===== src/rtl/key_debounce_pulse.sv =====
// key_debounce_pulse: conditions the board's active-low push-buttons.
// Each key has a two-flop synchroniser, a debounce FSM and a hold timer.
// The outputs are a debounced level and registered one-cycle press,
// release and hold pulses.
// The release pulse port is named `rel` because `release` is a reserved
// word in SystemVerilog.
// Optional feature: define KEY_AUTOREPEAT_EN to re-issue press pulses
// while a key stays held after its hold pulse.
module key_debounce_pulse #(
  parameter int N_KEYS          = 2,
  parameter int DEBOUNCE_CYCLES = 1000000,
  parameter int HOLD_CYCLES     = 50000000,
  parameter int REPEAT_CYCLES   = 12500000
) (
  input  logic              clk,
  input  logic              aclr,
  input  logic [N_KEYS-1:0] key_n,
  output logic [N_KEYS-1:0] level,
  output logic [N_KEYS-1:0] press,
  output logic [N_KEYS-1:0] rel,
  output logic [N_KEYS-1:0] hold
);

  // Number of bits needed to hold the value v.
  function automatic int clogb2(input int v);
    int w;
    w = 1;
    for (int i = 0; i < 31; i++) begin
      if ((v >> i) > 1) w = i + 2;
    end
    return w;
  endfunction

  localparam int MAX_DH = (DEBOUNCE_CYCLES > HOLD_CYCLES) ? DEBOUNCE_CYCLES : HOLD_CYCLES;
  localparam int MAX_C  = (MAX_DH > REPEAT_CYCLES) ? MAX_DH : REPEAT_CYCLES;
  localparam int CNT_W  = clogb2(MAX_C);

  localparam logic [CNT_W-1:0] DEB_LAST  = CNT_W'(DEBOUNCE_CYCLES - 1);
  localparam logic [CNT_W-1:0] HOLD_LAST = CNT_W'(HOLD_CYCLES - 1);
  localparam logic [CNT_W-1:0] HOLD_SAT  = CNT_W'(HOLD_CYCLES);
`ifdef KEY_AUTOREPEAT_EN
  localparam logic [CNT_W-1:0] REP_LAST  = CNT_W'(REPEAT_CYCLES - 1);
`endif

  // Increment that sticks at lim once reached.
  function automatic logic [CNT_W-1:0] sat_inc(input logic [CNT_W-1:0] v,
                                               input logic [CNT_W-1:0] lim);
    return (v >= lim) ? lim : v + 1'b1;
  endfunction

  typedef enum logic [1:0] {
    IDLE         = 2'd0,
    PRESS_WAIT   = 2'd1,
    PRESSED      = 2'd2,
    RELEASE_WAIT = 2'd3
  } state_t;

  logic [N_KEYS-1:0] sync_p0;
  logic [N_KEYS-1:0] sync_p1;
  logic [N_KEYS-1:0] key_s;

  // Stage p0/p1: two-flop synchroniser; reset to "released".
  always_ff @(posedge clk) begin
    if (!aclr) begin
      sync_p0 <= '1;
      sync_p1 <= '1;
    end else begin
      sync_p0 <= key_n;
      sync_p1 <= sync_p0;
    end
  end

  assign key_s = ~sync_p1;

  for (genvar k = 0; k < N_KEYS; k++) begin : g_key
    state_t           state;
    logic [CNT_W-1:0] deb_cnt;
    logic [CNT_W-1:0] hold_cnt;
    logic             level_r;
    logic             press_r;
    logic             rel_r;
    logic             hold_r;
    logic             held;
    logic             rel_done;
`ifdef KEY_AUTOREPEAT_EN
    logic [CNT_W-1:0] rep_cnt;
`endif

    assign held     = (state == PRESSED) || (state == RELEASE_WAIT);
    // A release completing on this edge takes priority over hold and repeat.
    assign rel_done = (state == RELEASE_WAIT) && !key_s[k] && (deb_cnt == DEB_LAST);

    // Debounce FSM, hold timer and optional repeat timer; all outputs registered.
    always_ff @(posedge clk) begin
      if (!aclr) begin
        state    <= IDLE;
        deb_cnt  <= '0;
        hold_cnt <= '0;
        level_r  <= 1'b0;
        press_r  <= 1'b0;
        rel_r    <= 1'b0;
        hold_r   <= 1'b0;
`ifdef KEY_AUTOREPEAT_EN
        rep_cnt  <= '0;
`endif
      end else begin
        press_r <= 1'b0;
        rel_r   <= 1'b0;
        hold_r  <= 1'b0;

        case (state)
          IDLE: begin
            if (key_s[k]) begin
              state   <= PRESS_WAIT;
              deb_cnt <= '0;
            end
          end
          PRESS_WAIT: begin
            if (!key_s[k]) begin
              state <= IDLE;
            end else if (deb_cnt == DEB_LAST) begin
              state   <= PRESSED;
              press_r <= 1'b1;
              level_r <= 1'b1;
            end else begin
              deb_cnt <= deb_cnt + 1'b1;
            end
          end
          PRESSED: begin
            if (!key_s[k]) begin
              state   <= RELEASE_WAIT;
              deb_cnt <= '0;
            end
          end
          RELEASE_WAIT: begin
            if (key_s[k]) begin
              state <= PRESSED;
            end else if (deb_cnt == DEB_LAST) begin
              state   <= IDLE;
              rel_r   <= 1'b1;
              level_r <= 1'b0;
            end else begin
              deb_cnt <= deb_cnt + 1'b1;
            end
          end
          default: state <= IDLE;
        endcase

        // Hold timer runs while the key is debounced-pressed and
        // saturates at HOLD_CYCLES, so hold fires only once per press.
        if (!held || rel_done) begin
          hold_cnt <= '0;
        end else begin
          hold_cnt <= sat_inc(hold_cnt, HOLD_SAT);
          if (hold_cnt == HOLD_LAST) hold_r <= 1'b1;
        end

`ifdef KEY_AUTOREPEAT_EN
        // Repeat timer is armed once the hold timer has saturated.
        if (!held || rel_done || (hold_cnt != HOLD_SAT)) begin
          rep_cnt <= '0;
        end else if (rep_cnt == REP_LAST) begin
          press_r <= 1'b1;
          rep_cnt <= '0;
        end else begin
          rep_cnt <= rep_cnt + 1'b1;
        end
`endif
      end
    end

    assign level[k] = level_r;
    assign press[k] = press_r;
    assign rel[k]   = rel_r;
    assign hold[k]  = hold_r;
  end

endmodule


===== config.mk =====
export PLATFORM = sky130hd
export DESIGN_NAME = key_debounce_pulse
export DESIGN_NICKNAME = d
export VERILOG_FILES = /design/src/rtl/key_debounce_pulse.sv
export SDC_FILE = /design/constraint.sdc
export NUM_CORES = 1
export LEC_CHECK = 0
export BUFFER_PORTS_ARGS = -buffer_cell sky130_fd_sc_hd__clkbuf_2
export CAP_MARGIN = 20
export CORE_UTILIZATION = 54
export CTS_CLUSTER_SIZE = 24
export DETAILED_ROUTE_END_ITERATION = 7
export PLACE_DENSITY = 0.7
export SYNTH_ARGS = -nofsm -noshare
export SYNTH_HDL_FRONTEND = slang
export SYNTH_SLANG_ARGS = --single-unit

===== constraint.sdc =====
create_clock -name clk -period 4.15 [get_ports clk]
set_input_delay 0.83 -clock clk [delete_from_list [all_inputs] [get_ports clk]]
set_output_delay 0.83 -clock clk [all_outputs]
set_load 0.05 [all_outputs]

; ---- Yosys cells after proc, flatten, opt, wreduce, memory -nomap -nowiden
; Index checks and enable logic that the tools add are counted.
[totals]
in_bits = 4
reg_bits = 120
[classes]
reduce_logical = 30
mux = 42
magnitude_cmp = 2
n_addsub = 4
n_eq_ne = 26
bitwise = 4
[op_table]
columns = op, count
row1 = two-way mux 26 bit, 12
row2 = case mux 26 bit (4 select lines), 2
row3 = "adder 26 x 1 -> 26 bit, second input constant", 4
row4 = "equality test 26 x 20 -> 1 bit, second input constant", 2
row5 = "equality test 26 bit, second input constant", 2
row6 = ">= comparator 26 bit, second input constant", 2
row7 = two-way mux 2 bit, 12
row8 = "!= test 2 bit, second input constant", 10
row9 = case mux 2 bit (4 select lines), 2
row10 = AND reduction 4 bit, 4
row11 = two-way mux 1 bit, 12
row12 = OR reduction 3 bit, 4
row13 = AND reduction 5 bit, 2
row14 = "equality test 2 bit, second input constant", 4
row15 = "!= test 3 x 2 -> 1 bit, second input constant", 2
row16 = "!= test 3 bit, second input constant", 2
row17 = AND reduction 3 bit, 2
row18 = "equality test 2 x 1 -> 1 bit, second input constant", 2
row19 = logical AND 1 bit, 4
row20 = zero test 1 bit, 4
row21 = zero test 2 bit, 2
row22 = logical OR 1 bit, 4
row23 = "!= test 2 x 1 -> 1 bit, second input constant", 2
row24 = case mux 1 bit (2 select lines), 2
row25 = other kinds (4), 8

; ---- Logic depth before layout (Yosys ltp)
[logic_depth]
depth_word = 6
mapped_depth = 9
depth_no_buf = 6

; ---- Worst setup path before layout
; No wires, ideal clock.
[synth_path]
path_type = register to register
startpoint = reg g_key[1].deb_cnt[0]
endpoint = reg g_key[1].deb_cnt[12]
arrival_time_ps = 1884
path_buffers = 2
path_slack_ps = 2148
stages_incl_launch_ff = 9
path_cell_list = dfxtp_1 -> ha_1 -> nand3_1 -> or4_1 -> buf_6 -> o21ai_4 -> buf_6 -> nor3_1 -> a32o_1
[synth_between]
elab_chain_len = 4
word_cells_on_any_way = 6
cone_classes = 1 x add/sub / 1 x eq/ne / 4 x mux
[synth_rtl]
columns = element, line_no
row1 = start: declaration, 77  ; logic [CNT_W-1:0] deb_cnt;
row2 = start signal: assignment, 126  ; deb_cnt <= deb_cnt + 1'b1;
row3 = start signal: assignment, 143  ; deb_cnt <= deb_cnt + 1'b1;
row4 = adder 26 x 1 -> 26 bit or equality test 26 x 20 -> 1 bit (tied branches), -
row5 = two-way mux 26 bit *, "121, 138"
row6 = "two-way mux 26 bit, on equally long branches", "136, 119"
row7 = case mux 26 bit (4 select lines) *, 111  ; case (state)
; Mark *: on every way between the ends. The rest lies on a longest branch, timed or not. The select of a mux whose other input is x is not followed.
; A chain may end at the register's enable or synchronous reset.

; ---- Worst setup path in the final report
[layout_path]
startpoint = reg g_key[0].deb_cnt[0]
endpoint = reg g_key[0].hold_cnt[3]
[layout_between]
elab_chain_len = 4
[layout_rtl]
columns = element, line_no
row1 = start: declaration, 77
row2 = start signal: assignment, 126
row3 = start signal: assignment, 143
row4 = equality test 26 x 20 -> 1 bit, 91  ; assign rel_done = (state == RELEASE_WAIT) && !key_s[k] && (deb_cnt == DEB_LAST);
row5 = logical AND 1 bit, 91
row6 = logical OR 1 bit, 151  ; if (!held || rel_done) begin
row7 = OR reduction 3 bit (no source line), -
row8 = end signal: assignment, 154  ; hold_cnt <= sat_inc(hold_cnt, HOLD_SAT);
row9 = end: declaration, 78  ; logic [CNT_W-1:0] hold_cnt;
; No other way between the ends.

==> summary.txt <==
Status
  • Outcome: completed

Layout
  • Layout cells sized above 1: 0.102
  • Nets: 681
  • Utilization after layout: 0.625
  • Diodes inserted: 0
  • Layout area overhead: 11.8%
  • Filler cells: 864

CTS
  • CTS tree: yes
  • Reg clk slew, reported paths: 0.06 ns
  • CTS Buffer Depth: 2
  • H-Tree Depth: 4
  • CTS-repair resized insts: 0
  • Clock Latency Late Sink: 0.52 ns
  • Root Buffer: clkbuf_8
  • Post-CTS Hold Buffers: 0
  • Num CTS Buffers: 17
  • Clk sinks: 120
  • Post-CTS Repair Setup Buffers: 0

GRT
  • Total Routing Usage GR: 0.230
  • First-pass GRT wire length: slightly above 20000 um
  • GRT overflow: 0
  • Largest net degree at the start of global routing: 35
  • Antenna violations before repair: 0
  • Number of global-route vias before repair: 4568

Critical path
  • Crit start category: flop
  • Endpoint class of the critical path: flop
  • CP Data Required Time: 4.55 ns
  • CP arrival: 2.99 ns
  • Crit-path max FO: 14
  • WS Path Type: reg -> reg

Route
  • Remaining DRCs: 0
  • Drt initial violations: 210
  • Vias per cell: 5.75
  • TritonRoute pass-1 iters: 5
  • ANT nets after route: 0
  • Routed wire length: around 12000 um
  • WL/cell: 14.3 um
  • Via count: 4711

Floorplanning
  • Io pins: 12
  • Die Height: ~110 um
  • Die ar.: 0.0111 mm^2
  • Core Rows: 37
  • Starting Density: 0.559
  • Die X-Extent: 105 um
  • Core box area: around 0.010 mm^2

Synth
  • Ys flop type: dfxtp_1
  • Syn_nets: slightly below 700
  • Post-synth EDFFs: 0
  • Seq/Total Area, Yosys: 0.416
  • Synth Area per Inst: 8.61 um^2
  • Area of the mapped netlist: 0.00577 mm^2
  • FF+latch count, synth: 120
  • Synth warn: 0
  • Mapped Cells: approximately 670
  • Asr flop ratio synth: 0
  • Cell variety after synth: 60

STA
  • Worst slew pin tran: 0.927 ns
  • Final setup TNS: 0 ns
  • Setup-failing EPs final: 0
  • Tcrit/Tclk final: 0.624
  • Slew Limit Fails: 0
  • Slew HR: 0.376
  • Post-Route Skew: about 0.0066 ns
  • RSZ-0062 raised after global routing: false
  • FMAX: 386 MHz
  • Min Tclk post-route: around 2.6 ns
  • Setup ws final: 1.56 ns
  • Fin. Hold Viols: 0

Placement
  • Post-DP HPWL: 7790 um
  • Port bufs: 11
  • Place WS: 1.49 ns
  • RD Place Congestion: 0.808

Hold path
  • Worst hold path class: reg -> reg

Power and ir drop
  • PD cells: between 400 and 500 mW/mm^2
  • Leak: around 2.1 nW
  • VDD IR-drop max: 0.000272 V

Run
  • MaxCap Viol Count: 0
-- power breakdown --
| group | leakage, nW | internal [mW] | switching, mW |
|---|---|---|---|
| Sequential | 0.968 | 1.16 | 0.00602 |
| Clock | 0.308 | 1.05 | 0.500 |
| Combinational | 0.813 | 0.0136 | 0.0374 |
-- cells in the final DEF (no fill, tap or decap), drive strengths merged, types with 18 or more instances in the layout --
master    n
xor2     36
inv      22
xnor2    31
dfxtp   120
o21ai    18
a21oi    50
nand3    51
nand4    23
nor2     72
nor4     22
nand2    49
or3      21
clkbuf   36
-- per-layer routing --
layer / share of wire / GRT usage / vias to the layer above
li1: - / - / 2385
met1: 0.47 / 0.289 / 2207
met2: 0.48 / 0.373 / 98
met3: 0.037 / 0.0581 / 21
met4: 0.014 / 0.0966 / 0
met5: 0 / 0 / -
-- area by class of cell --
cell class	instances	area (um^2)	area share
multi-input combinational	496	3090	0.478
sequential	120	2400	0.372
clock buffer	25	494	0.0766
tap	136	170	0.0264
clock inverter	7	138	0.0213
timing repair buffer	14	82.6	0.0128
inverter	22	82.6	0.0128
-- synth_stat cells, types with 14 or more instances --
cell type / count / share of area
xnor2_1: 29 / 0.044
a21oi_1: 47 / 0.041
xor2_1: 36 / 0.055
nand3_1: 49 / 0.042
nor3_1: 15 / 0.013
inv_1: 22 / 0.014
nor4_1: 20 / 0.022
o21ai_0: 14 / 0.012
dfxtp_1: 120 / 0.42
or3_1: 21 / 0.023
nand2_1: 49 / 0.032
nand4_1: 21 / 0.023
nor2_1: 72 / 0.047
and3_1: 14 / 0.015
-- sequential cells by signal, summed over array words and instances, names as in the netlist, named ones only --
| name | flops |
|---|---|
| g_key.hold_r | 2 |
| g_key.deb_cnt | 52 |
| g_key.rel_r | 2 |
| sync_p0 | 2 |
| sync_p1 | 2 |
| g_key.level_r | 2 |
| g_key.hold_cnt | 52 |
| g_key.state | 2 |
| g_key.press_r | 2 |
-- path summary, 6_finish.rpt --
path / startpoint / end / slack [ns] / cells after the start
worst max register to register: g_key[0].deb_cnt[0] / g_key[0].hold_cnt[3] / 1.56 / 6
worst max-delay path: g_key[0].deb_cnt[0] / g_key[0].hold_cnt[3] / 1.56 / 6
worst min-delay path: sync_p0[0] / sync_p1[0] / 0.41 / 1
worst min register to register: sync_p0[0] / sync_p1[0] / 0.41 / 1
-- cell families (layout without fill, tap and decap cells) --
kind of cell,after synthesis,count (layout),synth area share
adders and majority gates,6,6,0.0130
buffers and inverters,55,68,0.0496
muxes,2,2,0.00347
DFF,120,120,0.416
xor gates and xnor gates,67,67,0.104
AOI/OAI and AO/OA,102,102,0.117
and+or+nand+nor,319,319,0.297
-- critical path: stages (launching register included) --
cell and delay (ns):
dfxtp_1 0.39, ha_1 0.20, nand3_1 0.18, or2_2 0.43, o41ai_4 0.74, nand2b_2 0.43, nor2_1 0.09
-- per-stage QoR --
stage	hold WS (ns)	total power, mW	instance area (um^2)	cells
2_1_floorplan	0.386	1.23	5770	671
3_3_place_gp	0.389	1.24	5800	786
3_5_place_dp	0.399	1.24	5800	786
4_1_cts	0.412	2.78	6430	818
5_1_grt	0.422	2.84	6450	820
6_report	0.410	2.77	6450	820
Note: power is estimated with default switching activity, not from simulation.
